[src/rtl/pwm_step_ctrl.sv]
// PWM generator with button-stepped duty; the requested duty is
// promoted to the active duty only at a period wrap (glitch-free).
module pwm_step_ctrl #(
    parameter int PWM_BITS = 8,
    parameter int STEP     = 16
) (
    input  logic                CLK,
    input  logic                RST_N,
    input  logic                UP_PULSE,
    input  logic                DOWN_PULSE,
    input  logic                PWM_enable,
    output logic                PWM_OUT,
    output logic [PWM_BITS-1:0] DUTY,
    output logic                PERIOD_END,
    output logic                PENDING
);

    localparam int N = PWM_BITS;
    localparam logic [N-1:0] MAX    = {N{1'b1}};
    localparam logic [N:0]   MAX_W  = {1'b0, MAX};
    localparam logic [N:0]   STEP_W = STEP[N:0];
    localparam logic [N-1:0] ONE    = N'(1);

    logic [N-1:0] duty_req;
    logic [N-1:0] duty_act;
    logic [N-1:0] cnt;
    logic [N-1:0] req_nxt;
    logic [N-1:0] act_nxt;
    logic [N-1:0] cnt_nxt;
    logic [N:0]   sum_up;
    logic         wrap;

    always_comb begin
        sum_up  = {1'b0, duty_req} + STEP_W;
        wrap    = PWM_enable && (cnt == MAX - ONE);
        req_nxt = duty_req;
        cnt_nxt = cnt;
        act_nxt = duty_act;

        // Sum carries one extra bit so saturation is detected, not wrapped
        unique case (1'b1)
            (UP_PULSE && !DOWN_PULSE):
                req_nxt = (sum_up > MAX_W) ? MAX : sum_up[N-1:0];
            (DOWN_PULSE && !UP_PULSE):
                req_nxt = ({1'b0, duty_req} < STEP_W) ? '0
                        : duty_req - STEP_W[N-1:0];
            default:
                req_nxt = duty_req;
        endcase

        if (wrap) begin
            cnt_nxt = '0;
            act_nxt = duty_req;
        end else if (PWM_enable) begin
            cnt_nxt = cnt + ONE;
        end
    end

    always_ff @(posedge CLK or negedge RST_N) begin
        if (!RST_N) begin
            duty_req   <= '0;
            duty_act   <= '0;
            cnt        <= '0;
            PWM_OUT    <= 1'b0;
            PERIOD_END <= 1'b0;
            PENDING    <= 1'b0;
        end else begin
            duty_req   <= req_nxt;
            duty_act   <= act_nxt;
            cnt        <= cnt_nxt;
            PWM_OUT    <= (cnt < duty_act);
            PERIOD_END <= wrap;
            PENDING    <= (req_nxt != act_nxt);
        end
    end

    assign DUTY = duty_act;

endmodule
[config.mk]
export PLATFORM = sky130hd
export DESIGN_NAME = pwm_step_ctrl
export DESIGN_NICKNAME = d
export VERILOG_FILES = /design/src/rtl/pwm_step_ctrl.sv
export SDC_FILE = /design/constraint.sdc
export NUM_CORES = 1
export LEC_CHECK = 0
export CORE_UTILIZATION = 27
export DETAILED_ROUTE_END_ITERATION = 7
export PLACE_DENSITY_LB_ADDON = 0.25
export SYNTH_ARGS = -nofsm -noshare
export SYNTH_HDL_FRONTEND = slang
export SYNTH_SLANG_ARGS = --single-unit
[constraint.sdc]
create_clock -name CLK -period 3 [get_ports CLK]
set_input_delay 0.6 -clock CLK [delete_from_list [all_inputs] [get_ports CLK]]
set_output_delay 0.6 -clock CLK [all_outputs]
set_load 0.01 [all_outputs]
# Word-level counts from Yosys, hierarchy flattened
# Index checks and enable logic that the tools add are counted.
# word_totals
output_inout_bits,11
wordCells,26
ff_bits,27
# op_classes
muxes,6
n_reduce_logical,6
eq_ne,2
add_sub_neg,3
order_cmp,3
# op_table
operator,count
$mux 8,5
$pmux 8 s2,1
$add 8x5->9 const B,1
$gt 9x8->1 const B,1
$add 8x1->8 const B,1
$eq 8x8->1 const B,1
$lt 8x5->1 const B,1
$lt 8x8->1,1
$ne 8x8->1,1
$sub 8x5->8 const B,1
$logic_and 1x1->1,3
$logic_not 1->1,2
$reduce_bool 2->1,1

# Logic depth before layout (Yosys ltp)
# depth
word_depth,5
mapped_depth,10
ltp_nobuf,9

# Least setup slack after synthesis
# Ideal clock, no wire load.
# synth_timing
path_kind,reg2reg
start,reg duty_req[4]
end,reg PENDING
required_time_ns,2.862
path_slack_ns,0.233
arrival_time_ns,2.628
setup_time_ns,0.138
path_stages_with_launch,10
n_path_buf,1
cell_sequence,dfrtp_1 > buf_6 > inv_1 > ha_1 > nor4b_1 > a221o_1 > nor3b_4 > o2111a_1 > or4_1 > or4_1
# synth_via
elab_chain_len,5
# synth_rtl
element,line_no,text
from (decl),24,logic [N-1:0] duty_req;
from (signal assigned),68,duty_req <= req_nxt;
$add 8x5->9,34,"sum_up = {1'b0, duty_req} + STEP_W;"
$gt 9x8->1,43,req_nxt = (sum_up > MAX_W) ? MAX : sum_up[N-1:0];
$mux 8,43,
$pmux 8 s2,41,unique case (1'b1)
$ne 8x8->1 (*),73,PENDING <= (req_nxt != act_nxt);
to (signal assigned),73,
to (decl),15,output logic PENDING
# Every way passes the cells marked *; elsewhere a longest branch is shown, timed or not.
# A chain may end at the register's enable or synchronous reset.

# Worst setup path after layout
# layout_timing
start,in UP_PULSE
end,reg PENDING
# layout_via
elab_chain_len,4
# layout_rtl
element,line_no,text
from (decl),9,"input logic UP_PULSE,"
$logic_not 1->1,44,(DOWN_PULSE && !UP_PULSE):
$logic_and 1x1->1,44,
$pmux 8 s2 (*),41,
via req_nxt[7],27,logic [N-1:0] req_nxt;
$ne 8x8->1 (*),73,
# The timed path passes the listed nets; every way through them passes the cells marked *.

==> reports/results.tsv <==
stage	metric	value	unit
timing	worst_pin_slew	0.454	ns
routing	post_drt_wl_per_cell	13.6	µm
worst_hold_path	min_path_cells	2	
clock_tree	numClockSinks	27	
global_route	pin_count_of_the_biggest_net_entering_global_routing	28	
timing	fin_skew	0.00451	ns
run	maxCapViolCount	0	
clock_tree	clk_latency	0.28	ns
floorplan	design.die.area	0.00739	mm²
timing	grt_setup_unrepaired	no	
global_route	aggregate_global_routing_overflow	0	
synth	yosysSeqAreaShare	35.5	%
global_route	grt_pass1_wl	8120	µm
setup_path	worst_setup_path_start_kind	input pin	
timing	finalSetupTns	0	ns
synth	syn_area_per_cell	8.89	µm²
floorplan	start_util	28.0	%
timing	final-max-slew-violation-count	0	
clock_tree	tritoncts.num_buffers	3	
layout	n_fill_cell	717	
synth	synth_largest_area_cell	dfrtp_1	
floorplan	design.portCount	16	
synth	postSynthCellCount	214	
floorplan	die_w	86.0	µm
routing	via_count	1701	
timing	setup_violating_endpoint_count_in_the_final_report	0	
timing	hold_viol	0	
synth	synth_nets	233	
setup_path	worst_path_buf_inv	2	
placement	gpl.final_weighted_congestion	0.797	
synth	synthTopCellsByCount	27 x dfrtp_1, 27 x nand2_1, 18 x inv_1, 14 x ha_1, 14 x o21ai_0	
setup_path	timing.critical_path.arrival	2.99	ns
timing	period_needed	2.84	ns
clock_tree	clkTransAtPathRegs	0.10	ns
synth	postSynth.asyncResetShare	100	%
routing	route.final.wire_length	4840	µm
layout	diodes	0	
routing	drc_violation_count_after_routing	0	
global_route	grt_antenna_before_repair	0	
routing	postRouteAntennaNets	0	
setup_path	worstSetupPathType	in2reg	
timing	period_share	94.5	%
global_route	first_global_vias	1710	
setup_path	critical-path-top-delay-family	simple AND/OR/NAND/NOR gates	
timing	max_freq	353	MHz
placement	port_buffers	15	
synth	yosys_warnings	0	
setup_path	critical_path_cell_with_the_highest_stage_delay	clkdlybuf4s50_1	
layout	nNetsFinal	280	
synth	count_of_state_elements_after_synthesis	27	
setup_path	reg2reg_to	PENDING	
floorplan	fp-row-count	30	
setup_path	crit_fanout	5	
power_and_ir_drop	power.density_cell_area	507	mW/mm²
routing	first_pass_iters	4	
floorplan	die_h	86.0	µm
power_and_ir_drop	ir_worst_vdd	0.000282	V
clock_tree	clock_tree_from_tritoncts	built	
setup_path	critical_path.max_stage_delay	0.48	ns
synth	mappedNetlistArea	0.00190	mm²
synth	dominantRegCellSynth	dfrtp_1	
layout	share_of_post_route_cells_with_drive_strength_above_1	19.2	%
timing	slew_headroom	69.4	%
setup_path	worst_path_most_repeated_cell	or4_1	
setup_path	critical_path.reg2reg.startpoint	duty_req[4]	
synth	synthDistinctLibCells	50	
setup_path	crit_path_cell_trace	clkdlybuf4s50_1 > inv_1 > ha_2 > a2111oi_4 > nand3b_1 > xnor2_1 > nand3_1 > or4_1 > or4_1	
power_and_ir_drop	cellLeakagePower	0.00107	µW
setup_path	ff2ff_path_depth	9	
routing	routed_via_density	4.78	
setup_path	worst_setup_path_end_kind	flop	
setup_path	crit_start	UP_PULSE	
outcome	run_status	complete, no violations	
synth	synthTopCellsByArea	dfrtp_1 36%, ha_1 9.2%, nand2_1 5.3%	
clock_tree	cell_at_the_root_of_the_clock_tree	clkbuf_8	
setup_path	worst-endpoint-required	3.15	ns
clock_tree	postCtsSetupBuffers	0	
worst_hold_path	hp-class	reg2reg	
synth	synth.top_cell.area_share	35.5	%
timing	whs	0.555	ns
setup_path	ff2ff_setup_slack	0.20	ns
synth	synth_enable_flop_cells	0	
floorplan	design.core.area	0.00679	mm²
clock_tree	htree_num_levels	1	
worst_hold_path	worstHoldEndpoint	DUTY[6]	
layout	fin_util	35.7	%
global_route	gr-usage-all-layers	13.9	%
worst_hold_path	min-delay-start	DUTY[6]	
clock_tree	clockBufferDepth	2	
layout	area_growth	27.5	%
placement	detailed_place_hpwl	3800	µm
routing	iteration_0_drc_markers	85	
power breakdown:
group	switching, µW	leakage [µW]	total (µW)	internal [µW]
Combinational	250	0.000719	483	234
Sequential	108	0.000327	533	425
Clock	121	0.0000255	214	93.2
final cells by class:
| cell class | count | area [µm²] | share of cell area, % |
|---|---|---|---|
| tap | 96 | 120 | 4.95 |
| sequential | 27 | 676 | 27.8 |
| multi-input combinational | 162 | 1110 | 45.8 |
| inverter | 18 | 67.6 | 2.78 |
| clock buffer | 3 | 41.3 | 1.70 |
| timing repair buffer | 49 | 405 | 16.7 |
| clock inverter | 1 | 5.00 | 0.206 |
worst min-delay path, cell delays in order (launching register included):
cell     delay [ns]
dfrtp_1        0.37
nand2_1        0.08
o21ai_0        0.07
worst max-delay path by stage:
stage / end / slack (ns) / cells past startpoint
global placement: PENDING / -0.15 / 9
global route: PENDING / 0.03 / 9
floorplan: PENDING / 0.23 / 9
detailed placement: PENDING / -0.19 / 9
finish: PENDING / 0.16 / 9
CTS: PENDING / 0.09 / 9
cell families after synthesis:
kind of cell    share of synthesized area, %
compound gates                          21.1
xor+xnor                                1.84
buf+inv                                 6.25
mux                                     2.24
simple gates                            23.9
flops                                   35.5
fa+ha+maj                               9.20
layer usage:
| metal | wire length [µm] | global-route usage, % | up-vias | share of wire [%] |
|---|---|---|---|---|
| li1 | - | - | 871 | - |
| met1 | 2440 | 18.9 | 797 | 50 |
| met2 | 2230 | 23.3 | 29 | 46 |
| met3 | 131 | 1.44 | 4 | 2.7 |
| met4 | 41 | 4.09 | 0 | 0.85 |
| met5 | 0 | 0 | - | 0 |
state kept, by name, indices dropped and copies added (netlist names):
signal      flops
PWM_OUT         1
duty_req        8
PENDING         1
cnt             8
DUTY            8
PERIOD_END      1
cell usage in the layout (no fill, tap or decap), drive strengths merged, types with 3 or more instances in the layout:
master and n:
nand2 28, clkbuf 3, o31ai 3, nor2b 3, a211o 4, nor2 13
nand3 10, a21oi 12, buf 34, xor2 3, nand4 5, inv 18
ha 14, nor3 10, clkdlybuf4s50 15, and4 3, dfrtp 27, or4 3
o21ai 15
timing repair:
item / in CTS / in global routing
endpoints found under the setup margin: 0 / 1
hold buffers: 0 / 0
gates resized for setup: 0 / 1
metrics by stage:
stage          std cells  setup WS, ns  power (µW)  area [µm²]
3_5_place_dp         352        -0.195        1020        2380
3_3_place_gp         352        -0.155        1020        2380
4_1_cts              356        0.0902        1240        2420
5_1_grt              356        0.0267        1330        2430
2_1_floorplan        214         0.233         884        1900
6_report             356         0.165        1230        2430
No activity file was read; power rests on OpenSTA's default activity.
